### config.mk
export PLATFORM = sky130hd
export DESIGN_NAME = rem_tx_mapper
export DESIGN_NICKNAME = d
export VERILOG_FILES = /design/src/rtl/rem_tx_pkg.sv /design/src/rtl/rem_tx_out_stage.sv /design/src/rtl/rem_tx_mapper.sv
export SDC_FILE = /design/constraint.sdc
export NUM_CORES = 1
export LEC_CHECK = 0
export CELL_PAD_IN_SITES_DETAIL_PLACEMENT = 0
export CELL_PAD_IN_SITES_GLOBAL_PLACEMENT = 1
export CORE_AREA = 3 3 128 130
export CTS_BUF_LIST = sky130_fd_sc_hd__clkbuf_16
export DETAILED_ROUTE_END_ITERATION = 10
export DIE_AREA = 0 0 131 133
export GPL_TIMING_DRIVEN = 0
export HOLD_SLACK_MARGIN = 0.05
export PLACE_DENSITY_LB_ADDON = 0.1
export SYNTH_ARGS = -nofsm -noshare
export SYNTH_HDL_FRONTEND = slang
export SYNTH_SLANG_ARGS = --single-unit
export TNS_END_PERCENT = 30
### constraint.sdc
create_clock -name CLK_RE -period 4.2 [get_ports CLK_RE]
set_input_delay 1.26 -clock CLK_RE [delete_from_list [all_inputs] [get_ports CLK_RE]]
set_output_delay 1.26 -clock CLK_RE [all_outputs]
set_load 0.02 [all_outputs]
### src/rtl/rem_tx_pkg.sv
// rem_tx_pkg: shared state type, widths and allocation-bound clipping for rem_tx_mapper
package rem_tx_pkg;
  localparam int FFT_SIZE = 2048;
  localparam int ADDR_W = 11;
  localparam int BOUND_W = 12;
  localparam int SYM_W = 4;
  localparam int RB_W = 7;
  localparam int SC_PER_RB = 12;
  typedef enum logic [1:0] {IDLE, RUN, DRAIN} state_e;
  // Upper allocation bound, exclusive; saturates at FFT_SIZE so the mapping never wraps to bin 0.
  function automatic logic [BOUND_W-1:0] clip_hi(input logic [ADDR_W-1:0] n_sc, input logic [RB_W-1:0] n_rb);
    logic [BOUND_W-1:0] s;
    s = BOUND_W'(n_sc) + BOUND_W'(n_rb) * BOUND_W'(SC_PER_RB);
    return (s > BOUND_W'(FFT_SIZE)) ? BOUND_W'(FFT_SIZE) : s;
  endfunction
endpackage

### src/rtl/rem_tx_out_stage.sv
// rem_tx_out_stage: output register with valid/ready hold and addr/last sideband
module rem_tx_out_stage
  import rem_tx_pkg::*;
#(
  parameter int W = 18
) (
  input  logic                clk,
  input  logic                rst_n,
  input  logic                load_i,
  input  logic                ready_i,
  input  logic                last_i,
  input  logic [ADDR_W-1:0]   addr_i,
  input  logic signed [W-1:0] i_i,
  input  logic signed [W-1:0] q_i,
  output logic                valid_o,
  output logic                last_o,
  output logic [ADDR_W-1:0]   addr_o,
  output logic signed [W-1:0] i_o,
  output logic signed [W-1:0] q_o
);
  logic valid_q, valid_d, last_q;
  logic [ADDR_W-1:0] addr_q;
  logic signed [W-1:0] i_q, q_q;
  assign valid_d = load_i | (valid_q & ~ready_i);
  always_ff @(posedge clk or negedge rst_n) begin
    if (!rst_n) begin
      valid_q <= 1'b0;
      last_q  <= 1'b0;
      addr_q  <= '0;
      i_q     <= '0;
      q_q     <= '0;
    end else begin
      valid_q <= valid_d;
      if (load_i) begin
        last_q <= last_i;
        addr_q <= addr_i;
        i_q    <= i_i;
        q_q    <= q_i;
      end
    end
  end
  assign valid_o = valid_q;
  assign last_o  = last_q;
  assign addr_o  = addr_q;
  assign i_o     = i_q;
  assign q_o     = q_q;
endmodule

### src/rtl/rem_tx_mapper.sv
// rem_tx_mapper: PUSCH transmit RE mapper producing FFT_SIZE-bin symbols for the IFFT.
// Define REM_TX_DMRS_BOOST_EN to apply a +6 dB (x2) boost to DMRS samples.
module rem_tx_mapper
  import rem_tx_pkg::*;
#(
  parameter int FFT_Len  = 18,
  parameter int DMRS_Len = 9
) (
  input  logic                       CLK_RE,
  input  logic                       RST_RE,
  input  logic                       Start,
  input  logic [ADDR_W-1:0]          N_sc,
  input  logic [RB_W-1:0]            N_rb,
  input  logic [SYM_W-1:0]           Sym_Start,
  input  logic [SYM_W-1:0]           Sym_End,
  input  logic [SYM_W-1:0]           Dmrs_Sym,
  input  logic signed [FFT_Len-1:0]  Data_I,
  input  logic signed [FFT_Len-1:0]  Data_Q,
  input  logic                       Data_Valid_In,
  output logic                       Data_Ready,
  input  logic signed [DMRS_Len-1:0] Dmrs_I,
  input  logic signed [DMRS_Len-1:0] Dmrs_Q,
  input  logic                       Dmrs_Valid_In,
  output logic                       Dmrs_Ready,
  output logic signed [FFT_Len-1:0]  IFFT_I,
  output logic signed [FFT_Len-1:0]  IFFT_Q,
  output logic                       IFFT_Valid,
  input  logic                       IFFT_Ready,
  output logic [ADDR_W-1:0]          IFFT_addr,
  output logic                       IFFT_Last,
  output logic                       Slot_Done,
  output logic                       Busy
);
  state_e state_q, state_d;
  logic [SYM_W-1:0] sym_q, sym_d, end_q, end_d, dsym_q, dsym_d;
  logic [ADDR_W-1:0] k_q, k_d, lo_q, lo_d;
  logic [BOUND_W-1:0] hi_q, hi_d;
  logic done_q, done_d;
  logic run, alloc, is_dmrs, src_ok, load, last_bin;
  logic signed [FFT_Len-1:0] dmrs_i_ext, dmrs_q_ext, smp_i, smp_q;
`ifdef REM_TX_DMRS_BOOST_EN
  assign dmrs_i_ext = {{(FFT_Len-DMRS_Len-1){Dmrs_I[DMRS_Len-1]}}, Dmrs_I, 1'b0};
  assign dmrs_q_ext = {{(FFT_Len-DMRS_Len-1){Dmrs_Q[DMRS_Len-1]}}, Dmrs_Q, 1'b0};
`else
  assign dmrs_i_ext = {{(FFT_Len-DMRS_Len){Dmrs_I[DMRS_Len-1]}}, Dmrs_I};
  assign dmrs_q_ext = {{(FFT_Len-DMRS_Len){Dmrs_Q[DMRS_Len-1]}}, Dmrs_Q};
`endif
  assign run        = state_q == RUN;
  assign alloc      = (k_q >= lo_q) && ({1'b0, k_q} < hi_q);
  assign is_dmrs    = sym_q == dsym_q;
  assign src_ok     = !alloc || (is_dmrs ? Dmrs_Valid_In : Data_Valid_In);
  assign load       = run && (!IFFT_Valid || IFFT_Ready) && src_ok;
  assign last_bin   = k_q == ADDR_W'(FFT_SIZE - 1);
  assign Data_Ready = load && alloc && !is_dmrs;
  assign Dmrs_Ready = load && alloc && is_dmrs;
  assign smp_i      = !alloc ? '0 : is_dmrs ? dmrs_i_ext : Data_I;
  assign smp_q      = !alloc ? '0 : is_dmrs ? dmrs_q_ext : Data_Q;
  assign Slot_Done  = done_q;
  assign Busy       = state_q != IDLE;
  always_comb begin
    state_d = state_q;
    sym_d   = sym_q;
    end_d   = end_q;
    dsym_d  = dsym_q;
    k_d     = k_q;
    lo_d    = lo_q;
    hi_d    = hi_q;
    done_d  = 1'b0;
    case (state_q)
      IDLE: if (Start) begin
        lo_d   = N_sc;
        hi_d   = clip_hi(N_sc, N_rb);
        end_d  = Sym_End;
        dsym_d = Dmrs_Sym;
        sym_d  = Sym_Start;
        k_d    = '0;
        done_d = Sym_Start > Sym_End;
        state_d = (Sym_Start > Sym_End) ? IDLE : RUN;
      end
      RUN: if (load) begin
        k_d = k_q + ADDR_W'(1);
        if (last_bin) begin
          state_d = (sym_q == end_q) ? DRAIN : RUN;
          sym_d   = (sym_q == end_q) ? sym_q : sym_q + SYM_W'(1);
        end
      end
      DRAIN: if (IFFT_Valid && IFFT_Ready) begin
        done_d  = 1'b1;
        state_d = IDLE;
      end
      default: state_d = IDLE;
    endcase
  end
  always_ff @(posedge CLK_RE or negedge RST_RE) begin
    if (!RST_RE) begin
      state_q <= IDLE;
      sym_q   <= '0;
      end_q   <= '0;
      dsym_q  <= '0;
      k_q     <= '0;
      lo_q    <= '0;
      hi_q    <= '0;
      done_q  <= 1'b0;
    end else begin
      state_q <= state_d;
      sym_q   <= sym_d;
      end_q   <= end_d;
      dsym_q  <= dsym_d;
      k_q     <= k_d;
      lo_q    <= lo_d;
      hi_q    <= hi_d;
      done_q  <= done_d;
    end
  end
  rem_tx_out_stage #(.W(FFT_Len)) u_out (
    .clk     (CLK_RE),
    .rst_n   (RST_RE),
    .load_i  (load),
    .ready_i (IFFT_Ready),
    .last_i  (last_bin),
    .addr_i  (k_q),
    .i_i     (smp_i),
    .q_i     (smp_q),
    .valid_o (IFFT_Valid),
    .last_o  (IFFT_Last),
    .addr_o  (IFFT_addr),
    .i_o     (IFFT_I),
    .q_o     (IFFT_Q)
  );
endmodule

Yosys cells after proc, flatten, opt, wreduce, memory -nomap -nowiden:

Index checks and enable logic that the tools add are counted.

* register bits: 98
* input bits: 90

* add/sub/neg operators: 3
* $mul: 1
* $lt $le $gt $ge: 4
* eq/ne operators: 10
* multiplexer cells: 24
* bitwise logic cells: 3
* reduce and logical (&&, ||, !) cells: 19

Operators by type and width (number)
* $mux 18: 4
* $mux 11: 2
* $pmux 11 s2: 1
* $mux 4: 4
* $add 11x11->12: 1
* $gt 12x12->1 const B: 1
* $lt 11x12->1: 1
* $mux 12: 1
* $add 11x1->11 const B: 1
* $eq 11x11->1 const B: 1
* $ge 11x11->1: 1
* $mux 2: 5
* $mul 7x2->9 const B: 1
* $eq 4x4->1: 2
* $pmux 4 s2: 1
* $logic_and 1x1->1: 7
* $ne 2x2->1 const B: 3
* $pmux 2 s3: 1
* $reduce_and 5->1: 1
* $add 4x1->4 const B: 1
* $gt 4x4->1: 1
* $mux 1: 4
* $ne 2x1->1 const B: 2
* $reduce_and 4->1: 1
* other kinds (12): 16

Logic depth before layout (Yosys ltp):

Gate-level depths: netlist of run 1.

* depth in word-level cells: 7
* gate-level depth with buffers: 17

Cells and area by module:

A second synthesis of run 1 with hierarchy kept.

* cell total of the unflattened synthesis: 580
* area total of the unflattened synthesis: 5764.3 um^2

Modules (own cells, without submodules)
* rem_tx_mapper: times used 1, cells an instance 476, area an instance 3907.5 um^2, sequential area each 1226.2 um^2
* rem_tx_out_stage: times used 1, cells an instance 104, area an instance 1856.8 um^2, sequential area each 1226.2 um^2

Least setup slack after synthesis of run 1:

No wires, ideal clock.

* kind: input to register
* start point: in N_rb[0]
* end point: reg hi_q[0]
* library setup time: 0.083 ns
* arrival time: 3.848 ns
* required time: 4.117 ns
* setup slack: 0.269 ns
* stages: 17
* cell sequence: ha_1 > fa_1 > a21o_1 > a21oi_1 > nor2b_1 > nor2_1 > nor2_1 > nor2_1 > xnor2_1 > ha_1 > a2111oi_0 > o21ai_0 > o21ai_0 > xor2_1 > nand4_1 > o21a_1 > o22ai_1

* longest elaborated chain between the ends: 4

Ends and longest elaborated chain
* from (decl): line rem_tx_mapper.sv:13 `input logic [RB_W-1:0] N_rb,`
* $mul 7x2->9: line rem_tx_pkg.sv:13 `s = BOUND_W'(n_sc) + BOUND_W'(n_rb) * BOUND_W'(SC_PER_RB);`
* $add 11x11->12: line rem_tx_pkg.sv:13
* $gt 12x12->1: line rem_tx_pkg.sv:14 `return (s > BOUND_W'(FFT_SIZE)) ? BOUND_W'(FFT_SIZE) : s;`
* $mux 12: line rem_tx_pkg.sv:14
* to (signal assigned): line rem_tx_mapper.sv:111 `hi_q <= hi_d;`
* to (decl): line rem_tx_mapper.sv:37 `logic [BOUND_W-1:0] hi_q, hi_d;`

No other way between the ends.
A chain may end at the register's enable or synchronous reset.

Final worst setup path of run 1:

* start point: in Dmrs_Valid_In
* end point: out Dmrs_Ready

* longest elaborated chain between the ends: 5

Ends and longest elaborated chain
* from (decl): line rem_tx_mapper.sv:23 `input logic Dmrs_Valid_In,`
* $mux 1: line rem_tx_mapper.sv:51 `assign src_ok = !alloc || (is_dmrs ? Dmrs_Valid_In : Data_Valid_In);`
* $logic_or 1x1->1: line rem_tx_mapper.sv:51
* $logic_and 1x1->1: line rem_tx_mapper.sv:52 `assign load = run && (!IFFT_Valid || IFFT_Ready) && src_ok;`
* $logic_and 1x1->1 (2 in series): line rem_tx_mapper.sv:55 `assign Dmrs_Ready = load && alloc && is_dmrs;`
* to (decl): line rem_tx_mapper.sv:24 `output logic Dmrs_Ready,`

No other way between the ends.

==> impl_metrics.tcl, run 1 <==
set metrics [dict create \
    clock-sinks 98 \
    yosys.area.top_type "dfrtp_1" \
    fp.dieH_um 133 \
    slowest_delay_ns 0.41 \
    area_delta_synth_final_pct 36.84 \
    relSlewSlack_pct 61.37 \
    startpoint_type "input port" \
    pwr-share-comb_pct 41.0 \
    vias 4943 \
    clock_latency_ns 0.35 \
    setup.worst_path.end_class "output port" \
    power_switching_uw 1306 \
    layout.nets 887 \
    avgSynthCellArea_sq_um 9.485 \
    fin_crit_ns 4.102 \
    antenna_found_initial 0 \
    internal-power_uw 2178 \
    critPathKind "in2out" \
    ctsHoldBuffers 0 \
    syn_area_sq_mm 0.005634 \
    design.die.area_sq_mm 0.01742 \
    syn_nets 730 \
    most-common-layout-cells "136 x clkdlybuf4s50_1, 95 x dfrtp_1, 93 x nand2_1, 42 x a21oi_1, 42 x o31ai_1" \
    skew_ns 0.008440 \
    top_level_ports 143 \
    postPlaceCellArea_sq_mm 0.007345 \
    fin_area_sq_mm 0.007710 \
    yosysSeqAreaShare_pct 43.53 \
    cts_tree "built" \
    ys_warn_count 0 \
    cts_max_path_buffers 2 \
    fp.coreArea_sq_mm 0.01526 \
    dp.cells 948 \
    period_share_pct 97.67 \
    synth_seq_cells 98 \
    power_switching_share_pct 37.49 \
    n_antenna_cell 0 \
    grt.total_usage_pct 17.68 \
    root_buffer "clkbuf_16" \
    clk_pin_slew_ns 0.07 \
    wl_um 15700 \
    holdWs_ns 0.4750 \
    hold_depth 2 \
    final_common_cell "clkdlybuf4s50_1" \
    wl_per_cell_um 16.25 \
    rows 45 \
    clkPwrFrac_pct 21.8 \
    reg2regPathDepth 9 \
    synth.distinct_cells 50 \
    ys_async_sr_fraction_pct 100.0 \
    dieWidth_um 131 \
    min_path_type "reg2reg" \
    finalWorstSetupSlack_ns 0.09765 \
    viasPerCell 5.117 \
    setup_tns_ns 0 \
    grt_setup_unrepaired "yes" \
    synth_cells 594 \
    gp_congestion 0.7702 \
    netlist.area_leader.share_pct 43.53 \
    grt_max_degree 63 \
    synth_edf_count 0 \
    final-setup-viol-count 0 \
    tightestPinTransition_ns 0.5795 \
    final_antenna_net_count 0 \
    overflow 0 \
    place_hpwl_um 12100 \
    slowest_stage "clkdlybuf4s50_1" \
    stdcell_count 966 \
    max_freq_mhz 243.8 \
    hold_viol 0 \
    drtIter0Drc 212 \
    post-place-ws_ns -0.6486 \
    drc_errors 0 \
    crit_chain "clkdlybuf4s50_1 > nor2_1 > nor2_2 > o311ai_4 > buf_6 > nor3_1 > clkdlybuf4s15_2" \
    numCtsBuffers 9 \
    leakage_uw 0.003286 \
    critical_path.max_fanout 19 \
    powerDensity_mw_per_mm2 451.9 \
    slew_viol_final 0 \
    grt_pass1_wl_um 24710 \
    status "completed" \
    initial_utilization_pct 36.92 \
    crit_arrival_ns 2.84 \
    synthFlopType "dfrtp_1" \
    numPortBuffers 142 \
    yosys-top-cells-area "dfrtp_1 44%, ha_1 9.8%, nand2_1 6.3%" \
    required_ns 2.94 \
    grt_pass1_vias 4966 \
    h-tree-depth 3 \
    dr.pass1.iters 4 \
    share_seq_of_total_power_pct 37.2 \
    drive_gt1_share_pct 7.285 \
    ir_worst_vdd_v 0.0001954 \
    maxCapViolCount 0 \
]
==> path summary, 6_finish.rpt <==
kind | startpoint | endpoint | slack (ns)
max | Dmrs_Valid_In | Dmrs_Ready | 0.1
min | u_out.q_o[5] | u_out.q_o[5] | 0.47
max reg2reg | k_q[8] | k_q[8] | 1.39
min reg2reg | u_out.q_o[5] | u_out.q_o[5] | 0.47
max in group asynchronous | RST_RE | k_q[2] | 2.60
min in group asynchronous | RST_RE | u_out.q_o[6] | 0.88
==> worst max-delay path: cells and delay by family <==
family                 cells  cell delay, ns
AOI/OAI and AO/OA          1            0.34
buffers and inverters      3            0.94
and+or+nand+nor            3            0.30
==> synth_stat cells, types with 2 or more instances <==
library cell / count
o211ai_1: 3
nand4_1: 9
buf_1: 3
o21ai_0: 28
a21oi_1: 44
mux2i_1: 20
nor2b_1: 5
o21a_1: 3
or3_1: 5
or4_1: 2
mux2_1: 8
o31ai_1: 42
clkbuf_1: 16
ha_1: 44
dfrtp_1: 98
nor2_1: 16
nand3_1: 11
nor3_1: 7
xnor2_1: 17
a211oi_1: 6
o21ai_1: 9
fa_1: 2
o311ai_1: 2
inv_1: 35
nand3b_1: 2
buf_2: 13
xor2_1: 3
and4_1: 3
o41ai_1: 2
o22ai_1: 10
a21o_1: 7
and2_1: 3
nand2b_1: 5
nand2_1: 94
nor4_1: 2
==> timing repair <==
item,4_1_cts,5_1_grt
endpoints found under the setup margin,10,13
gates resized for setup,23,11
setup buffers,3,2
pin swaps,3,6
==> registers in the layout, indices dropped and copies added, names as in the netlist <==
name           flops
dsym_q             4
end_q              4
state_q            2
Slot_Done          1
k_q               11
u_out.q_o         18
sym_q              4
lo_q              11
u_out.last_o       1
hi_q              12
u_out.valid_o      1
u_out.addr_o      11
u_out.i_o         18
==> power groups by stage <==
stage / clock, uW / combinational (uW) / sequential, uW
3_5_place_dp: 0 / 1390 / 1320
2_1_floorplan: 0 / 862 / 1340
5_1_grt: 818 / 1610 / 1330
3_3_place_gp: 0 / 1350 / 1320
4_1_cts: 775 / 1430 / 1300
6_report: 758 / 1430 / 1300
==> area by class of cell <==
| class | instances | area (sq um) |
|---|---|---|
| plain buffers | 31 | 148.9 |
| clock buffers | 9 | 225.2 |
| clock inverters | 6 | 35.03 |
| fillers | 1470 | 7548 |
| inverters | 35 | 131.4 |
| multi-input cells | 428 | 2965 |
| flip-flops and latches | 98 | 2456 |
| well taps | 211 | 264.0 |
| repair buffers | 148 | 1484 |
==> stage by stage <==
| stage | utilization, % | power, uW |
|---|---|---|
| after floorplan | - | 2199 |
| after global placement | 47.97 | 2664 |
| after detailed placement | 48.13 | 2716 |
| after CTS | 50.13 | 3506 |
| after global routing | 50.53 | 3755 |
| final | 50.53 | 3484 |
==> cells by family (layout without fill, tap and decap cells) <==
group                    Yosys count  after routing  share of synthesized area (%)
XOR/XNOR                          20             20                          3.109
AO/OA/AOI/OAI                    168            168                          19.48
flip-flops                        98             98                          43.53
adder cells (fa/ha/maj)           46             46                          10.48
buffers and inverters             68            229                          4.886
AND/OR/NAND/NOR                  166            166                          13.37
multiplexers                      28             28                          5.152
==> layer usage <==
layer	track usage, %	vias up	wire, um
met5	0	-	0
met4	5.429	0	218
met3	3.028	18	939
met2	29.57	138	7440
met1	23.17	2355	7099
li1	-	2432	-
Note: power is estimated with default switching activity, not from simulation.
==> run 2, diff against run 1 <==
--- a/config.mk
+++ b/config.mk
@@ -5,6 +5,7 @@
 export SDC_FILE = /design/constraint.sdc
 export NUM_CORES = 1
 export LEC_CHECK = 0
+export CAP_MARGIN = 20
 export CELL_PAD_IN_SITES_DETAIL_PLACEMENT = 0
 export CELL_PAD_IN_SITES_GLOBAL_PLACEMENT = 1
 export CORE_AREA = 3 3 128 130
==> impl_metrics.tcl, run 2 (synthesized netlist as in run 1, its figures left out) <==
set metrics [dict create \
    min_path_type "reg2reg" \
    setup.worst_path.end_class "output port" \
    clk_pin_slew_ns 0.07 \
    max_freq_mhz 243.8 \
    antenna_found_initial 0 \
    final-setup-viol-count 0 \
    crit_chain "clkdlybuf4s50_1 > nor2_1 > nor2_2 > o311ai_4 > buf_6 > nor3_1 > clkdlybuf4s15_2" \
    area_delta_synth_final_pct 36.84 \
    worstSetupPathDepth 7 \
    hold_viol 0 \
    wl_per_cell_um 16.25 \
    clock-sinks 98 \
    layout.nets 887 \
    holdWs_ns 0.4750 \
    n_antenna_cell 0 \
    period_share_pct 97.67 \
    rows 45 \
    gp_congestion 0.7702 \
    grt_pass1_wl_um 24710 \
    maxCapViolCount 0 \
    relSlewSlack_pct 61.37 \
    final_antenna_net_count 0 \
    slowest_delay_ns 0.41 \
    fillCellCount 1470 \
    drive_gt1_share_pct 7.285 \
    fp.coreArea_sq_mm 0.01526 \
    final_common_cell "clkdlybuf4s50_1" \
    postPlaceCellArea_sq_mm 0.007345 \
    clock_latency_ns 0.35 \
    place_hpwl_um 12100 \
    critPathKind "in2out" \
    grt_setup_unrepaired "yes" \
    grt.total_usage_pct 17.68 \
    fp.dieH_um 133 \
    design.die.area_sq_mm 0.01742 \
    skew_ns 0.008440 \
    status "completed" \
    critical_path.max_fanout 19 \
    required_ns 2.94 \
    cts_tree "built" \
    powerDensity_mw_per_mm2 451.9 \
    slowest_stage "clkdlybuf4s50_1" \
    initial_utilization_pct 36.92 \
    top_level_ports 143 \
    cp_top_family "buffers and inverters" \
    viasPerCell 5.117 \
    hold_depth 2 \
    startpoint_type "input port" \
    tightestPinTransition_ns 0.5795 \
    ctsHoldBuffers 0 \
    crit_arrival_ns 2.84 \
    cts_max_path_buffers 2 \
    numPortBuffers 142 \
    grt_max_degree 63 \
    fin_area_sq_mm 0.007710 \
    numCtsBuffers 9 \
    overflow 0 \
    root_buffer "clkbuf_16" \
    ir_worst_vdd_v 0.0001954 \
    crit_buf_inv 3 \
    vias 4943 \
    most-common-layout-cells "136 x clkdlybuf4s50_1, 95 x dfrtp_1, 93 x nand2_1, 42 x a21oi_1, 42 x o31ai_1" \
    drc_errors 0 \
    wl_um 15700 \
    reg2regPathDepth 9 \
    dr.pass1.iters 4 \
    fin_crit_ns 4.102 \
    fin_util_pct 50.53 \
    slew_viol_final 0 \
    h-tree-depth 3 \
    leakage_uw 0.003286 \
    drtIter0Drc 212 \
    grt_pass1_vias 4966 \
    dieWidth_um 131 \
]
## run 2: layer usage
| layer | up-vias | wire length [um] | GRT usage [%] |
|---|---|---|---|
| met1 | 2355 | 7099 | 23.17 |
| met2 | 138 | 7440 | 29.57 |
| met4 | 0 | 218 | 5.429 |
| met3 | 18 | 939 | 3.028 |
| li1 | 2432 | - | - |
| met5 | - | 0 | 0 |
## run 2: area by class of cell
class	instances	area, sq um	share of cell area, %
Sequential cell	98	2456	31.86
Inverter	35	131.4	1.704
Buffer	31	148.9	1.931
Clock buffer	9	225.2	2.921
Timing Repair Buffer	148	1484	19.25
Clock inverter	6	35.03	0.4544
Tap cell	211	264.0	3.424
Multi-Input combinational cell	428	2965	38.46
## run 2: metrics by stage
step | setup TNS, ns | power [uW] | cells | worst slack, ns
floorplan | 0 | 2199 | 594 | 0.2692
global placement | -190.79 | 2664 | 947 | -1.903
detailed placement | -5.618 | 2716 | 948 | -0.6486
CTS | 0 | 3506 | 964 | 0.003919
global route | -0.03930 | 3755 | 966 | -0.02497
finish | 0 | 3484 | 966 | 0.09765
## run 2: what timing repair did
item | 4_1_cts | 5_1_grt
setup buffers | 3 | 2
gates resized for setup | 23 | 11
setup endpoints to repair | 10 | 13
pin swaps | 3 | 6
## run 2: path summary, 6_finish.rpt
check,startpoint,end,slack [ns]
hold / removal,u_out.q_o[5],u_out.q_o[5],0.47
min in group asynchronous,RST_RE,u_out.q_o[6],0.88
hold reg to reg,u_out.q_o[5],u_out.q_o[5],0.47
setup / recovery,Dmrs_Valid_In,Dmrs_Ready,0.1
setup reg to reg,k_q[8],k_q[8],1.39
max in group asynchronous,RST_RE,k_q[2],2.60
## run 2: worst min-delay path, stage by stage (launching register included)
cell     delay, ns
dfrtp_1       0.34
nand2_1       0.05
o31ai_1       0.05
## run 2: power by group
| part | leakage [uW] | switching (uW) | total [uW] | internal [uW] |
|---|---|---|---|---|
| clock network | 0.000128 | 364 | 758 | 394 |
| registers | 0.00128 | 145 | 1300 | 1150 |
| logic | 0.00187 | 797 | 1430 | 631 |
==> run 3, diff against run 2 <==
--- a/config.mk
+++ b/config.mk
@@ -15,6 +15,7 @@
 export GPL_TIMING_DRIVEN = 0
 export HOLD_SLACK_MARGIN = 0.05
 export PLACE_DENSITY_LB_ADDON = 0.1
+export SLEW_MARGIN = 20
 export SYNTH_ARGS = -nofsm -noshare
 export SYNTH_HDL_FRONTEND = slang
 export SYNTH_SLANG_ARGS = --single-unit
==> impl_metrics.tcl, run 3 (synthesized netlist as in run 1, its figures left out) <==
set metrics [dict create \
    fin_crit_ns 4.017 \
    slowest_stage "dfrtp_1" \
    crit_buf_inv 2 \
    grt_max_degree 63 \
    grt.total_usage_pct 17.77 \
    n_antenna_cell 0 \
    wl_met2_um 7533 \
    ctsHoldBuffers 0 \
    worstSetupPathDepth 9 \
    cts_max_path_buffers 2 \
    ir_worst_vdd_v 0.0002180 \
    viasPerCell 5.138 \
    highest_layer "met4" \
    skew_ns 0.008801 \
    numCtsBuffers 9 \
    vias 4963 \
    wl_per_cell_um 16.23 \
    wl_um 15680 \
    area_delta_synth_final_pct 37.22 \
    critPathKind "reg2out" \
    gp_congestion 0.7702 \
    layout.nets 886 \
    met3_length_um 792 \
    final_common_cell "clkdlybuf4s50_1" \
    reg2regPathDepth 9 \
    most-common-layout-cells "136 x clkdlybuf4s50_1, 95 x dfrtp_1, 93 x nand2_1, 42 x a21oi_1, 42 x o31ai_1" \
    cp_top_family "compound AO/OA/AOI/OAI gates" \
    relSlewSlack_pct 62.22 \
    crit_arrival_ns 2.76 \
    min_path_type "reg2reg" \
    place_hpwl_um 12130 \
    dr.pass1.iters 5 \
    grt_setup_unrepaired "no" \
    dp.cells 948 \
    top_level_ports 143 \
    wl_met1_um 7151 \
    final-setup-viol-count 0 \
    max_freq_mhz 248.9 \
    h-tree-depth 3 \
    powerDensity_mw_per_mm2 457.1 \
    slew_viol_final 0 \
    design.die.area_sq_mm 0.01742 \
    leakage_uw 0.003302 \
    power_uw 3534 \
    setup.worst_path.end_class "output port" \
    required_ns 2.94 \
    fp.dieH_um 133 \
    crit_chain "ha_1 > a21o_1 > a211oi_2 > o21ai_1 > o31ai_4 > o311ai_4 > buf_8 > nor3_1 > buf_2" \
    final_antenna_net_count 0 \
    maxCapViolCount 0 \
    clk_pin_slew_ns 0.07 \
    hold_viol 0 \
    grt_pass1_vias 4940 \
    period_share_pct 95.64 \
    critical_path.max_fanout 19 \
    dieWidth_um 131 \
    drtIter0Drc 258 \
    startpoint_type "flop" \
    rows 45 \
    drc_errors 0 \
    fp.coreArea_sq_mm 0.01526 \
    overflow 0 \
    initial_utilization_pct 36.92 \
    stdcell_count 966 \
    clock-sinks 98 \
    slowest_delay_ns 0.44 \
    antenna_found_initial 0 \
    status "completed" \
    cts_tree "built" \
    numPortBuffers 142 \
    grt_pass1_wl_um 24750 \
    hold_depth 2 \
    tightestPinTransition_ns 0.5667 \
    root_buffer "clkbuf_16" \
    drive_gt1_share_pct 7.285 \
    clock_latency_ns 0.35 \
    fin_util_pct 50.67 \
]
[run 3: per-stage QoR]
| stage | setup slack, ns | area [sq um] | setup TNS (ns) | hold WS (ns) |
|---|---|---|---|---|
| floorplan | 0.2692 | 5634 | 0 | 0.4485 |
| global placement | -1.903 | 7320 | -190.79 | 0.4592 |
| detailed placement | -0.6552 | 7348 | -5.590 | 0.4647 |
| CTS | 0.01123 | 7670 | 0 | 0.4807 |
| global route | 0.008160 | 7731 | 0 | 0.5014 |
| finish | 0.1831 | 7731 | 0 | 0.4770 |
[run 3: path summary, 6_finish.rpt]
check / from / to / slack, ns
worst max-delay path: k_q[8] / Dmrs_Ready / 0.18
worst min-delay path: u_out.q_o[7] / u_out.q_o[7] / 0.48
worst max register to register: k_q[8] / k_q[8] / 1.34
worst min register to register: u_out.q_o[7] / u_out.q_o[7] / 0.48
max in group asynchronous: RST_RE / k_q[9] / 2.72
min in group asynchronous: RST_RE / u_out.q_o[6] / 0.81
[run 3: what timing repair did]
item	CTS	global route
gates resized for setup	23	14
buffers inserted	2	2
gates cloned	0	0
pin swaps	3	7
endpoints found under the setup margin	10	13
[run 3: power by group]
group	total (uW)	switching [uW]	internal [uW]
combinational	1420	788	628
sequential	1310	156	1150
clock	811	355	455
total	3530	1300	2230
[run 3: area by class of cell]
class                      instances  area, sq um
buffer                            31        152.6
clock buffer                       9        225.2
clock inverter                     7        61.31
fill                            1458         7527
inverter                          35        131.4
multi-input combinational        428         2964
sequential                        98         2456
tap                              211        264.0
timing repair buffer             147         1476
[run 3: worst reg2reg max path: cells and delay by family, from the launching register on]
family / cells / cell delay (ns)
compound gates: 6 / 1.30
simple gates: 1 / 0.50
flops: 1 / 0.44
fa+ha+maj: 1 / 0.34
buf+inv: 1 / 0.21
[run 3: routing by layer]
layer	global-route usage, %	vias up
met5	0	-
met4	5.029	0
met3	3.149	19
met2	29.57	127
met1	23.53	2383
li1	-	2434
